--- src/rtl/jk_cmd_sequencer.sv ---
// Command FIFO plus IDLE/ISSUE/GAP replay FSM driving single-cycle J/K pulses to a JK flop bank.
// Define JK_SHADOW_EN to build the Q_exp shadow register; otherwise Q_exp is tied low.
module jk_cmd_sequencer #(
  parameter int                 WIDTH  = 4,
  parameter int                 DEPTH  = 4,
  parameter int                 RPT_W  = 4,
  parameter logic [WIDTH-1:0]   INIT_Q = {WIDTH{1'b1}}
) (
  input  logic              Clk,
  input  logic              Rst_n,
  input  logic              cmd_valid,
  output logic              cmd_ready,
  input  logic [1:0]        cmd_op,
  input  logic [WIDTH-1:0]  cmd_mask,
  input  logic [RPT_W-1:0]  cmd_rpt,
  output logic [WIDTH-1:0]  J,
  output logic [WIDTH-1:0]  K,
  output logic              busy,
  output logic [WIDTH-1:0]  Q_exp
);

  localparam int AW = $clog2(DEPTH);
  localparam logic [1:0] OP_SET    = 2'b01;
  localparam logic [1:0] OP_RESET  = 2'b10;
  localparam logic [1:0] OP_TOGGLE = 2'b11;

  typedef enum logic [1:0] {IDLE, ISSUE, GAP} state_t;

  typedef struct packed {
    logic [1:0]       op;
    logic [WIDTH-1:0] mask;
    logic [RPT_W-1:0] rpt;
  } cmd_t;

  cmd_t             fifo_mem [DEPTH];
  cmd_t             head;
  state_t           state;
  logic [1:0]       cur_op;
  logic [WIDTH-1:0] cur_mask;
  logic [RPT_W-1:0] remain;
  logic [AW:0]      wr_ptr, rd_ptr, wr_ptr_nxt, rd_ptr_nxt;
  logic             empty, full_nxt, empty_nxt;
  logic             push, pop, active_nxt;

  function automatic logic [WIDTH-1:0] enc_j(input logic [1:0] op, input logic [WIDTH-1:0] mask);
    return (op == OP_SET || op == OP_TOGGLE) ? mask : '0;
  endfunction

  function automatic logic [WIDTH-1:0] enc_k(input logic [1:0] op, input logic [WIDTH-1:0] mask);
    return (op == OP_RESET || op == OP_TOGGLE) ? mask : '0;
  endfunction

  // The extra pointer MSB separates full from empty when the index bits match.
  assign empty      = (wr_ptr == rd_ptr);
  assign push       = cmd_valid & cmd_ready;
  assign pop        = (state == IDLE) & ~empty;
  assign head       = fifo_mem[rd_ptr[AW-1:0]];
  assign wr_ptr_nxt = push ? wr_ptr + (AW+1)'(1) : wr_ptr;
  assign rd_ptr_nxt = pop  ? rd_ptr + (AW+1)'(1) : rd_ptr;
  assign empty_nxt  = (wr_ptr_nxt == rd_ptr_nxt);
  assign full_nxt   = (wr_ptr_nxt[AW] != rd_ptr_nxt[AW]) &&
                      (wr_ptr_nxt[AW-1:0] == rd_ptr_nxt[AW-1:0]);
  assign active_nxt = pop || (state == ISSUE) || (state == GAP && remain != '0);

  always_ff @(posedge Clk) begin
    if (push) fifo_mem[wr_ptr[AW-1:0]] <= '{op: cmd_op, mask: cmd_mask, rpt: cmd_rpt};
  end

  always_ff @(posedge Clk or negedge Rst_n) begin
    if (!Rst_n) begin
      state     <= IDLE;
      J         <= '0;
      K         <= '0;
      cur_op    <= '0;
      cur_mask  <= '0;
      remain    <= '0;
      wr_ptr    <= '0;
      rd_ptr    <= '0;
      cmd_ready <= 1'b1;
      busy      <= 1'b0;
    end else begin
      wr_ptr    <= wr_ptr_nxt;
      rd_ptr    <= rd_ptr_nxt;
      cmd_ready <= ~full_nxt;
      busy      <= active_nxt | ~empty_nxt;
      case (state)
        IDLE: begin
          if (pop) begin
            cur_op   <= head.op;
            cur_mask <= head.mask;
            remain   <= head.rpt;
            J        <= enc_j(head.op, head.mask);
            K        <= enc_k(head.op, head.mask);
            state    <= ISSUE;
          end
        end
        ISSUE: begin
          J     <= '0;
          K     <= '0;
          state <= GAP;
        end
        GAP: begin
          if (remain != '0) begin
            remain <= remain - RPT_W'(1);
            J      <= enc_j(cur_op, cur_mask);
            K      <= enc_k(cur_op, cur_mask);
            state  <= ISSUE;
          end else begin
            state <= IDLE;
          end
        end
        default: state <= IDLE;
      endcase
    end
  end

`ifdef JK_SHADOW_EN
  logic [WIDTH-1:0] q_shadow;

  // J/K registers hold exactly the encoded drive during ISSUE, so apply the JK equation to them.
  always_ff @(posedge Clk or negedge Rst_n) begin
    if (!Rst_n)              q_shadow <= INIT_Q;
    else if (state == ISSUE) q_shadow <= (J & ~q_shadow) | (~K & q_shadow);
  end

  assign Q_exp = q_shadow;
`else
  // INIT_Q only has meaning when the shadow is built.
  assign Q_exp = INIT_Q & {WIDTH{1'b0}};
`endif

endmodule

--- config.mk ---
export PLATFORM = sky130hd
export DESIGN_NAME = jk_cmd_sequencer
export DESIGN_NICKNAME = d
export VERILOG_FILES = /design/src/rtl/jk_cmd_sequencer.sv
export SDC_FILE = /design/constraint.sdc
export NUM_CORES = 1
export LEC_CHECK = 0
export ABC_AREA = 1
export CORE_ASPECT_RATIO = 0.9
export CORE_UTILIZATION = 48
export CTS_CLUSTER_DIAMETER = 40
export DETAILED_ROUTE_END_ITERATION = 10
export HOLD_SLACK_MARGIN = 0.12
export PLACE_DENSITY = 0.73
export SLEW_MARGIN = 10
export SYNTH_ARGS = -nofsm -noshare
export SYNTH_HDL_FRONTEND = slang
export SYNTH_SLANG_ARGS = --single-unit
--- constraint.sdc ---
create_clock -name Clk -period 4.75 [get_ports Clk]
set_clock_uncertainty 0.05 [all_clocks]
set_input_delay 0.95 -clock Clk [delete_from_list [all_inputs] [get_ports Clk]]
set_output_delay 0.95 -clock Clk [all_outputs]
set_load 0.005 [all_outputs]
Word level (Yosys, flattened, before mapping)
Memories as Yosys holds them, arrays and structs flattened.
Index checks and enable logic that the tools add are counted.
- bitwise gates (word level): 6
- $add $sub $neg: 3
- equal/unequal tests: 14
- multiplexer cells: 20
- reduce and logical (&&, ||, !) cells: 15
- operators by type and width (operator ; count):
    4-bit 2-to-1 mux ; 10
    4-bit one-hot mux with 3 select lines ; 2
    2-bit == test, second input constant ; 5
    4-bit one-hot mux with 2 select lines ; 1
    3-bit by 1-bit adder with 3-bit output, second input constant ; 2
    2-bit by 1-bit == test with 1-bit output, second input constant ; 3
    3-bit == test ; 2
    1-bit logical OR ; 6
    3-bit 2-to-1 mux ; 2
    2-bit one-hot mux with 3 select lines ; 1
    3-bit AND reduction ; 2
    4-bit nonzero test ; 1
    4-bit by 1-bit subtractor with 4-bit output, second input constant ; 1
    1-bit 2-to-1 mux ; 3
    1-bit inverter ; 3
    3-bit nonzero test ; 1
    1-bit bitwise AND ; 2
    2-bit == test ; 1
    1-bit logical AND ; 2
    2-bit logical NOT ; 1
    2-bit 2-to-1 mux ; 1
    2-bit by 1-bit inequality test with 1-bit output, second input constant ; 1
    2-bit inequality test, second input constant ; 1
    2-bit AND reduction ; 1
    other kinds (3) ; 3
- output and inout bits: 14
- word-level logic and storage cells: 69
- memory bits (writable): 40
- flip-flop bits (word level): 28
- memories: 1
- memories (memory ; words ; width ; read ports ; clocked after memory_dff ; wr ports ; RTL line ; source):
    fifo_mem ; 4 ; 10 ; 1 ; 0 ; 1 ; 35 ; cmd_t fifo_mem [DEPTH];

Logic depth before layout (Yosys ltp)
- word-level depth: 7
- gate-level depth with buffers: 11

Worst setup path before layout
Ideal clock, no wire load.
- path type: input-to-reg
- start: in cmd_valid
- end: mem fifo_mem[0][0] (netlist name), enable pin
- path slack: 2791 ps
- path buffers: 0
- stages on the path: 2
- library setup time: 376 ps
- arrival: 1533 ps
- data required time: 4324 ps
- cells stage by stage: nand2_1 > nor2_1
- cells in the longest elaborated chain, start to end: 3
- RTL lines (item ; RTL line ; source):
    start: declaration ; 11 ; input logic cmd_valid,
    1-bit bitwise AND ; 55 ; assign push = cmd_valid & cmd_ready;
    1-bit 2-to-1 mux ; 66 ; if (push) fifo_mem[wr_ptr[AW-1:0]] <= '{op: cmd_op, mask: cmd_mask, rpt: cmd_rpt};
    1-bit 2-to-1 mux (not written as such) ; 66 ;
    end: declaration ; 35 ;
No other way between the ends.

Worst setup path in the final report
- start: in cmd_valid
- end: mem fifo_mem[0][3] (netlist name), enable pin
Same word-level chain as after synthesis.

==> impl_metrics.toml <==
[run_status]
outcome = "finished, final reports clean"

[sta]
hold_violations = 0
fin_crit_sh = 0.504
grt_setup_unrepaired = "no"
timing.slew.headroom = 0.376
period_needed_ns = 2.40
fin_setup_tns_ns = 0
worstMarginPinSlew_ns = 0.933
hold_slack_ns = 0.430
slew_violations = 0
fmax_ghz = 0.417
setup_viol = 0

[yosys]
synthArstFlopShare = 0.412
ys_ff_latch = 68
synth_compound_area_frac = 0.0945
yosysUniqueCellTypes = 32
synth_edf_count = 40
synth-seq-area-share = 0.599
synth_cells = 308
yosysWarningCount = 0
synth_simple_gate_area_frac = 0.177
yosysMostFrequentCell = "nand2_1"
syn_area_um2 = 3180
synthAdderAreaFrac = 0.0433
ys_top_cells_by_area = "edfxtp_1 (38%), dfrtp_1 (21%), nand2_1 (9.7%)"
synth_top_cell_by_area = "edfxtp_1"
synthTopCellsByCount = "nand2_1 (82), edfxtp_1 (40), dfrtp_1 (27)"
synth.mux.area_fraction = 0
synth_top_cell_area_share = 0.378
synthFlopType = "edfxtp_1"
avgSynthCellArea_um2 = 10.3
synth_xor_area_frac = 0.0169
synth_top_family_by_area = "simple AND/OR/NAND/NOR gates"

[critical_path]
crit_required_ns = 4.67
worstReg2RegStart = "rd_ptr[0]"
critPathCaptureType = "flip-flop"
start_kind = "input pin"
cp_max_fo = 10
crit_type = "input pin to flip-flop"
regToRegSetupSlack_ns = 2.41
rr_worst_depth = 9
reg2reg_to = "busy"
arrival_ns = 2.32

[pwr]
peakVddDrop_mv = 0.253
p_leak_nw = 1.53
p_per_area_nw_per_um2 = 672
finalPower_w = 0.00243

[clock_tree]
htreeDepth = 3
postCtsSetupBuffers = 0
clock-root-buffer = "clkbuf_8"
cts_buffers = 9
clk_pin_slew_worst_paths_ns = 0.07
clkLatencyLatePin_ns = 0.34
cts.path.max_buffers = 2
tritoncts = "built"
cts_sinks = 68
postCtsHoldBufs = 0
cts-resized-gates = 0

[detailed_routing]
drt-initial-drc-count = 139
post_drt_wl_per_cell_um = 13.3
vias_per_cell = 5.08
dr.pass1.iters = 4
vias = 2144
ant_nets = 0
drc_errors = 0
route.final.wire_length_um = 5620

[worst_hold_path]
min_path_type = "flip-flop to flip-flop"
hp-start = "K[2]"
min_delay_path_depth = 2
whs_endpoint = "K[2]"

[cells_and_area]
postLayoutCoreUtil = 0.579
final_area_um2 = 3620
n_antenna_cell = 0
multi_input_area_um2 = 1070
fillers = 528
drive_gt1_frac = 0.0896
syn_to_final_growth_pct = 13.8
nets = 355
regArea_um2 = 1900

[flow_run]
max-cap-violations = 0

[die]
start_util = 0.508
boundaryPins = 27
core_um2 = 6250
die_x_um = 87.8
die-area_um2 = 6950
rows = 27
die_height_um = 79.2

[place]
place_area_um2 = 3430
post-dp-hpwl_um = 3830
gp_congestion = 0.785
io_buffer_count = 22

[grt]
grt_pass1_wl_um = 9330
grt_use_total = 0.183
antenna_found_initial = 0
grt_start_max_net_pins = 29
gr-total-overflow = 0
grt_pass1_vias = 1959
## report_power, final
part / internal (W) / total [W] / switching [W]
Clock: 0.000239 / 0.000455 / 0.000216
Combinational: 0.000373 / 0.00104 / 0.000665
Sequential: 0.000806 / 0.000939 / 0.000132
## stage by stage
stage | cells | setup slack, ns
2_1_floorplan | 311 | 2.79
3_3_place_gp | 407 | 2.01
3_5_place_dp | 407 | 1.96
4_1_cts | 422 | 2.34
5_1_grt | 422 | 2.18
6_report | 422 | 2.35
## metal layers
layer,wire [µm],up-vias,global-route usage
met5,0,-,0
met4,48,0,0.0607
met3,282,4,0.0707
met2,2660,46,0.273
met1,2630,1018,0.244
li1,-,1076,-
## worst max-delay path by stage
stage	start	cells past startpoint	slack [ns]	to
after detailed placement	cmd_valid	3	1.96	fifo_mem[2][7]
after global routing	rd_ptr[0]	9	2.18	busy
after CTS	cmd_valid	3	2.34	fifo_mem[2][1]
after global placement	cmd_valid	3	2.01	fifo_mem[1][6]
final	cmd_valid	3	2.35	fifo_mem[0][3]
after floorplan	cmd_valid	2	2.79	fifo_mem[0][0]
## cell usage in the layout, fill, tap and decap left out, types with 2 or more instances in the layout
cell,netlist,routed
nand3_1,21,21
edfxtp_1,40,40
o31ai_1,2,2
xor2_1,2,2
o22ai_1,4,4
nand2_1,82,82
nand4_1,2,2
inv_1,26,26
conb_1,1,4
inv_2,5,5
dfrtp_1,27,27
a21oi_1,7,7
clkinvlp_4,0,3
nand2_2,3,3
nor2_1,15,15
ha_1,11,11
clkbuf_8,0,9
a32o_1,4,4
o21ai_1,10,10
clkdlybuf4s50_1,0,22
o21ai_0,22,22
## kinds of logic (layout without fill, tap and decap cells)
| kind of cell | after synthesis | after routing |
|---|---|---|
| buf+inv | 45 | 69 |
| other cells | 1 | 4 |
| xor+xnor | 4 | 4 |
| fa+ha+maj | 11 | 11 |
| simple gates | 127 | 127 |
| flops | 68 | 68 |
| compound gates | 52 | 52 |
## state kept, by name, indices dropped and copies added (netlist names)
| register | cells |
|---|---|
| busy | 1 |
| fifo_mem | 40 |
| state | 2 |
| cur_op | 2 |
| remain | 4 |
| wr_ptr | 3 |
| rd_ptr | 3 |
| cur_mask | 4 |
| cmd_ready | 1 |
| K | 4 |
| J | 4 |
## layout make-up
| type | count | share of cell area |
|---|---|---|
| clock buffer | 9 | 0.0343 |
| timing repair buffer | 23 | 0.0630 |
| multi-input combinational | 198 | 0.296 |
| sequential | 68 | 0.526 |
| inverter | 31 | 0.0322 |
| clock inverter | 6 | 0.0183 |
| tap | 87 | 0.0301 |
## worst max-delay path, cell delays in order
cell and delay [ns]:
clkdlybuf4s50_1 0.47, nand2_1 0.15, nor2_1 0.74
(Power assumes the default switching activity.)
